### src/rtl/casez_match_table.sv
// Registered, programmable casez engine. Each row holds a label with per-bit wildcards.
// Lookups take two cycles: stage 1 captures the row matches, stage 2 picks the lowest hit.

module casez_match_row #(
  parameter int WIDTH    = 3,
  parameter int RESULT_W = 3,
  parameter int IDX_W    = 2,
  parameter int ROW      = 0
) (
  input  logic                clk,
  input  logic                reset,
  input  logic                wr_en,
  input  logic [IDX_W-1:0]    wr_idx,
  input  logic [WIDTH-1:0]    wr_pattern,
  input  logic [WIDTH-1:0]    wr_mask,
  input  logic [RESULT_W-1:0] wr_result,
  input  logic                wr_enable,
  input  logic [WIDTH-1:0]    in_data,
  input  logic [WIDTH-1:0]    in_zmask,
  output logic                match,
  output logic [RESULT_W-1:0] result
);
  logic             vld;
  logic [WIDTH-1:0] pat, msk;

  // Out-of-range indices never equal any ROW, so those writes fall on the floor.
  always_ff @(posedge clk or posedge reset) begin
    if (reset) begin
      vld    <= 1'b0;
      pat    <= '0;
      msk    <= '0;
      result <= '0;
    end else if (wr_en && wr_idx == IDX_W'(ROW)) begin
      vld    <= wr_enable;
      pat    <= wr_pattern;
      msk    <= wr_mask;
      result <= wr_result;
    end
  end

  // A bit is compared only when neither the label nor the expression wildcards it.
  assign match = vld && (((in_data ^ pat) & ~msk & ~in_zmask) == '0);
endmodule

module casez_match_table #(
  parameter int WIDTH    = 3,
  parameter int ENTRIES  = 4,
  parameter int RESULT_W = 3,
  parameter int CNT_W    = 16,
  localparam int IDX_W   = (ENTRIES > 1) ? $clog2(ENTRIES) : 1
) (
  input  logic                clk,
  input  logic                reset,
  input  logic                wr_en,
  input  logic [IDX_W-1:0]    wr_idx,
  input  logic [WIDTH-1:0]    wr_pattern,
  input  logic [WIDTH-1:0]    wr_mask,
  input  logic [RESULT_W-1:0] wr_result,
  input  logic                wr_enable,
  input  logic                in_valid,
  input  logic [WIDTH-1:0]    in_data,
  input  logic [WIDTH-1:0]    in_zmask,
  output logic                out_valid,
  output logic                out_hit,
  output logic [IDX_W-1:0]    out_idx,
  output logic [RESULT_W-1:0] result,
  output logic [CNT_W-1:0]    miss_count,
  input  logic                miss_clr
);
  localparam int LAT = 2;

  typedef struct packed {
    logic                hit;
    logic [IDX_W-1:0]    idx;
    logic [RESULT_W-1:0] res;
  } win_t;

  logic [ENTRIES-1:0]               row_match, s1_match;
  logic [ENTRIES-1:0][RESULT_W-1:0] row_res, s1_res;
  logic [LAT-1:0]                   vld_pipe;
  win_t                             win;

  for (genvar g = 0; g < ENTRIES; g++) begin : g_row
    casez_match_row #(
      .WIDTH(WIDTH), .RESULT_W(RESULT_W), .IDX_W(IDX_W), .ROW(g)
    ) u_row (
      .clk        (clk),
      .reset      (reset),
      .wr_en      (wr_en),
      .wr_idx     (wr_idx),
      .wr_pattern (wr_pattern),
      .wr_mask    (wr_mask),
      .wr_result  (wr_result),
      .wr_enable  (wr_enable),
      .in_data    (in_data),
      .in_zmask   (in_zmask),
      .match      (row_match[g]),
      .result     (row_res[g])
    );
  end

  // Results are snapshotted with the matches so a write landing while a lookup is
  // in stage 2 cannot mix old match bits with new row contents.
  always_ff @(posedge clk or posedge reset) begin
    if (reset) begin
      vld_pipe <= '0;
      s1_match <= '0;
      s1_res   <= '0;
    end else begin
      vld_pipe <= {vld_pipe[LAT-2:0], in_valid};
      if (in_valid) begin
        s1_match <= row_match;
        s1_res   <= row_res;
      end
    end
  end

  // Scan high to low so the lowest matching row is the one left standing.
  always_comb begin
    win = '0;
    for (int i = ENTRIES - 1; i >= 0; i--) begin
      if (s1_match[i]) begin
        win.hit = 1'b1;
        win.idx = IDX_W'(i);
        win.res = s1_res[i];
      end
    end
  end

  always_ff @(posedge clk or posedge reset) begin
    if (reset) begin
      out_hit <= 1'b0;
      out_idx <= '0;
      result  <= '0;
    end else if (vld_pipe[0]) begin
      out_hit <= win.hit;
      out_idx <= win.idx;
      if (win.hit) result <= win.res;
    end
  end

  always_ff @(posedge clk or posedge reset) begin
    if (reset)
      miss_count <= '0;
    else if (miss_clr)
      miss_count <= '0;
    else if (vld_pipe[0] && !win.hit && miss_count != '1)
      miss_count <= miss_count + 1'b1;
  end

  assign out_valid = vld_pipe[LAT-1];
endmodule

### config.mk
export PLATFORM = sky130hd
export DESIGN_NAME = casez_match_table
export DESIGN_NICKNAME = d
export VERILOG_FILES = /design/src/rtl/casez_match_table.sv
export SDC_FILE = /design/constraint.sdc
export NUM_CORES = 1
export LEC_CHECK = 0
export ABC_CLOCK_PERIOD_IN_PS = 4400
export CORE_MARGIN = 2
export CORE_UTILIZATION = 35
export DETAILED_ROUTE_END_ITERATION = 12
export MAX_ROUTING_LAYER = met4
export SKIP_CTS_REPAIR_TIMING = 1
export SLEW_MARGIN = 20
export SYNTH_ARGS = -nofsm -noshare
export SYNTH_HDL_FRONTEND = slang
export SYNTH_SLANG_ARGS = --single-unit
### constraint.sdc
create_clock -name clk -period 4.4 [get_ports clk]
set_clock_uncertainty 0.2 [all_clocks]
set_input_delay 0.88 -clock clk [delete_from_list [all_inputs] [get_ports clk]]
set_output_delay 0.88 -clock clk [all_outputs]
set_load 0.02 [all_outputs]
After elaboration in Yosys (flattened, before gate mapping):

Index checks and enable logic that the tools add are counted.

* flip-flop bits (word level): 80
* output and inout bits: 23
* word-level logic and storage cells: 72

* add/sub/neg operators: 1
* eq/ne operators: 4
* muxes and demuxes: 6
* bitwise operators: 17
* reduce and logical (&&, ||, !) cells: 18

Operators with widths (number)
* two-way mux 16 bit: 2
* bitwise AND 3 bit: 8
* two-way mux 6 bit: 4
* adder 16 x 1 -> 16 bit (second input constant): 1
* != test 16 bit (second input constant): 1
* inverter 3 bit: 5
* zero test 3 bit: 4
* XOR 3 bit: 4
* logical AND 1 bit: 10
* equality test 2 bit (second input constant): 2
* equality test 2 x 1 -> 1 bit (second input constant): 1
* zero test 2 bit: 1
* AND reduction 2 bit: 1
* nonzero test 2 bit: 1
* zero test 1 bit: 1

Depth between registers and ports, before layout:

* depth after elaboration: 9
* gate-level depth with buffers: 7
* gate-level depth less buffers: 6

Hierarchy:

A second synthesis with hierarchy kept.

* cells, all modules: 297
* area total of the unflattened synthesis: 3739.8 µm²

Modules (own cells, without submodules)
* casez_match_table: instances 1, cells each 178, area each 1899.3 µm²
* casez_match_row (g_row[1].u_row ...): instances 2, cells each 30, area each 484.2 µm²
* casez_match_row (g_row[0].u_row): instances 1, cells each 30, area each 439.2 µm²
* casez_match_row (g_row[3].u_row): instances 1, cells each 29, area each 432.9 µm²

Least setup slack after synthesis:

OpenSTA, ideal clock, no wires.

* path type: register to register
* start point: register s1_match[3]
* end point: register miss_count[12]
* library setup time: 0.132 ns
* arrival: 1.968 ns
* slack: 2.100 ns
* cell stages (with the launch flop): 7
* buffers on the path: 1
* cell sequence: dfrtp_1 -> or4_4 -> or4_1 -> buf_2 -> nor4_4 -> xnor2_1 -> nor2_1

* word-level cells in the longest chain between the ends: 8

Ends and longest elaborated chain
* start, declared: line 78 `logic [ENTRIES-1:0] row_match, s1_match;`
* start signal, assigned: line 112 `s1_match <= row_match;`
* two-way mux 6 bit (4 in series): line 122 `if (s1_match[i]) begin`
* zero test 1 bit: line 147 `else if (vld_pipe[0] && !win.hit && miss_count != '1)`
* logical AND 1 bit (2 in series): line 147
* nonzero test 2 bit (no line)
* end signal, assigned: line 148 `miss_count <= miss_count + 1'b1;`
* end, declared: line 67 `output logic [CNT_W-1:0] miss_count,`

No other way between the ends.
A chain may end at the register's enable or synchronous reset.

Worst setup path after layout:

* start point: register s1_match[0]
* end point: register miss_count[12]

* word-level cells in the longest chain between the ends: 5

Ends and longest elaborated chain (line)
* two-way mux 6 bit: 122
* zero test 1 bit: 147
* logical AND 1 bit (2 in series): 147
* nonzero test 2 bit (no line)

No other way between the ends.

==> flow_metrics.py <==
metrics = {
    "run_status": {
        "outcome": "finished clean",
    },
    "synth": {
        "yosys_warnings": 0,
        "syn-instance-count": 291,
        "syn_area_sq_um": 3550,
        "ys_types": 39,
        "syn_avg_cell_area_sq_um": 12.20,
        "synth-seq-area-share": 0.5640,
        "ys_ff_latch": 80,
        "synth.net_count": 315,
    },
    "grt": {
        "grt_use_total": 0.1425,
        "grt_max_degree": 29,
        "grt_overflow": 0,
        "grt_pass1_vias": 2344,
        "antenna_found_initial": 0,
        "grt_first_pass_wirelength_microns": 11910,
    },
    "setup_path": {
        "endpoint_kind": "flop",
        "crit_type": "reg2reg",
        "worstPathArrival_ns": 2.59,
        "crit_slowest_cell": "or4_1",
        "crit_path_max_fanout": 11,
        "crit_path_start_kind": "flop",
        "cp_cell_sequence": "or4_4 > or4_1 > nor4_4 > xnor2_1 > nor2_1",
        "critPathRequiredTime_ns": 4.42,
        "max_stage_delay_ns": 0.66,
    },
    "placement": {
        "dp_hpwl_microns": 5104,
        "placed_area_sq_um": 4139,
        "gp_congestion": 0.8089,
        "port_buffers": 45,
    },
    "sta": {
        "setup_viol": 0,
        "drv_slew": 0,
        "fin_crit_sh": 0.5848,
        "max-slew-margin-rel": 0.3223,
        "rsz0062_at_grt": "no",
        "worst_slew_pin_slew_ns": 1.007,
        "finalHoldViolations": 0,
        "max_freq_mhz": 388.7,
        "whs_ns": 0.2831,
        "fin_crit_ns": 2.573,
        "tns_ns": 0,
    },
    "clock_tree": {
        "cts_tree": "yes",
        "clkSlewWorstSetupHoldPaths_ns": 0.09,
        "insertion_delay_ns": 0.35,
        "htreeDepth": 3,
        "cts_buffer_depth": 2,
        "cts_buffers": 9,
        "cts.sinks": 80,
        "ctsRootBufferMaster": "clkbuf_8",
    },
    "floorplan": {
        "io_pins": 46,
        "coreArea_sq_um": 9819,
        "num_rows": 36,
        "start_util": 0.3615,
        "die_x_microns": 104.7,
        "die_h_microns": 104.7,
        "die_area_sq_um": 10960,
    },
    "route": {
        "viasPerCell": 4.949,
        "num_vias": 2351,
        "drt_pass1_iterations": 4,
        "routed_wl_microns": 7179,
        "ant_nets": 0,
        "wire_per_inst_microns": 15.11,
        "drc": 0,
        "drtIter0Drc": 93,
    },
    "final_layout": {
        "antenna_cells": 0,
        "layout_commonest_cell": "dfrtp_1",
        "final_nets": 361,
        "mostFrequentLayoutCells": "80 x dfrtp_1, 45 x clkdlybuf4s50_1, 38 x mux2_1",
        "drive_gt1_frac": 0.1199,
        "syn_to_final_growth_pct": 22.81,
        "fin_area_sq_um": 4359,
    },
    "flow_run": {
        "max_cap_violations": 0,
    },
    "power": {
        "leakage_nw": 1.739,
        "power_density_nw_per_um2": 438.8,
        "totalPowerFinal_mw": 1.913,
        "peakVddDrop_v": 0.0002847,
    },
    "min_path": {
        "worstHoldPathType": "reg2reg",
    },
}
flip-flops by register name, summed over array words and instances (netlist names):
signal / count
vld_pipe: 2
result: 3
out_idx: 2
g_row.u_row.msk: 12
miss_count: 16
s1_res: 12
g_row.u_row.pat: 12
g_row.u_row.vld: 4
s1_match: 4
out_hit: 1
g_row.u_row.result: 12
final timing paths:
kind                            slack, ns  cells after the start   startpoint                    end
worst max-delay path                 1.83                      5  s1_match[0]         miss_count[12]
worst min-delay path                 0.28                      1      out_hit                out_hit
worst max register to register       1.83                      5  s1_match[0]         miss_count[12]
worst min register to register       0.28                      1      out_hit                out_hit
max in group asynchronous            2.51                      3        reset  g_row[0].u_row.pat[1]
min in group asynchronous            0.71                      2        reset         miss_count[11]
synth_stat cells:
cell	number	area, sq um
dfrtp_1	80	2002
mux2_1	38	427.9
xnor2_1	20	175.2
nor2_1	18	67.56
mux2_2	15	168.9
nand2_1	15	56.30
nor3_1	14	70.07
clkbuf_1	11	41.29
a21oi_1	8	40.04
nand3_1	7	35.03
inv_1	6	22.52
o31ai_1	6	45.04
nand4_1	5	31.28
a211oi_1	4	30.03
o21ai_0	4	20.02
a21o_1	3	22.52
nor2b_1	3	18.77
nor4_1	3	18.77
xor2_1	3	26.28
a22oi_1	2	15.01
and3_1	2	12.51
nand3b_1	2	15.01
nor3_2	2	20.02
nor3b_1	2	15.01
nor4_2	2	25.02
o21ai_1	2	10.01
or4_1	2	15.01
a2111oi_0	1	8.760
buf_1	1	3.750
buf_2	1	5.000
ha_1	1	12.51
inv_2	1	3.750
nor4_4	1	21.27
nor4b_1	1	8.760
o211ai_1	1	7.510
o21a_1	1	7.510
or2_0	1	6.260
or3_1	1	6.260
or4_4	1	11.26
report_power, final:
part	leakage [nW]	switching (mW)	internal (mW)	total, mW
Clock	0.103	0.268	0.322	0.591
Sequential	0.988	0.0948	0.865	0.960
Combinational	0.648	0.169	0.193	0.362
Total	1.74	0.532	1.38	1.91
area by class of cell:
| class | count | area [sq um] |
|---|---|---|
| fill | 958 | 5460 |
| sequential | 80 | 2002 |
| multi-input combinational | 191 | 1471 |
| timing repair buffer | 48 | 473.0 |
| tap | 133 | 166.4 |
| clock buffer | 10 | 127.6 |
| clock inverter | 6 | 92.59 |
| inverter | 7 | 26.28 |
routing by layer:
metal  up-vias  routed length (microns)  GRT usage
met5         -                        0          -
met4         0                       63    0.04095
met3         5                      348    0.04616
met2        55                     3312     0.2143
met1      1164                     3455     0.1857
li1       1127                        -          -
critical path, delay by kind of cell, from the launching register on:
family        cells  cell delay, ns
simple gates      4            1.59
flops             1            0.50
xor+xnor          1            0.15
cell families (layout without fill, tap and decap cells):
kind of cell    Yosys count  after routing  share of synthesized area
mux                      53             53                     0.1681
buf+inv                  20             71                    0.02150
xor+xnor                 23             23                    0.05675
flops                    80             80                     0.5640
compound gates           32             32                    0.05816
simple gates             82             82                     0.1279
fa+ha+maj                 1              1                   0.003524
metrics by stage:
step	setup WS, ns	utilization	instances
finish	1.827	0.4439	475
floorplan	1.268	-	291
global placement	1.613	0.4215	459
CTS	1.808	0.4439	475
detailed placement	1.527	0.4215	459
global route	1.742	0.4439	475
Note: power is estimated with default switching activity, not from simulation.
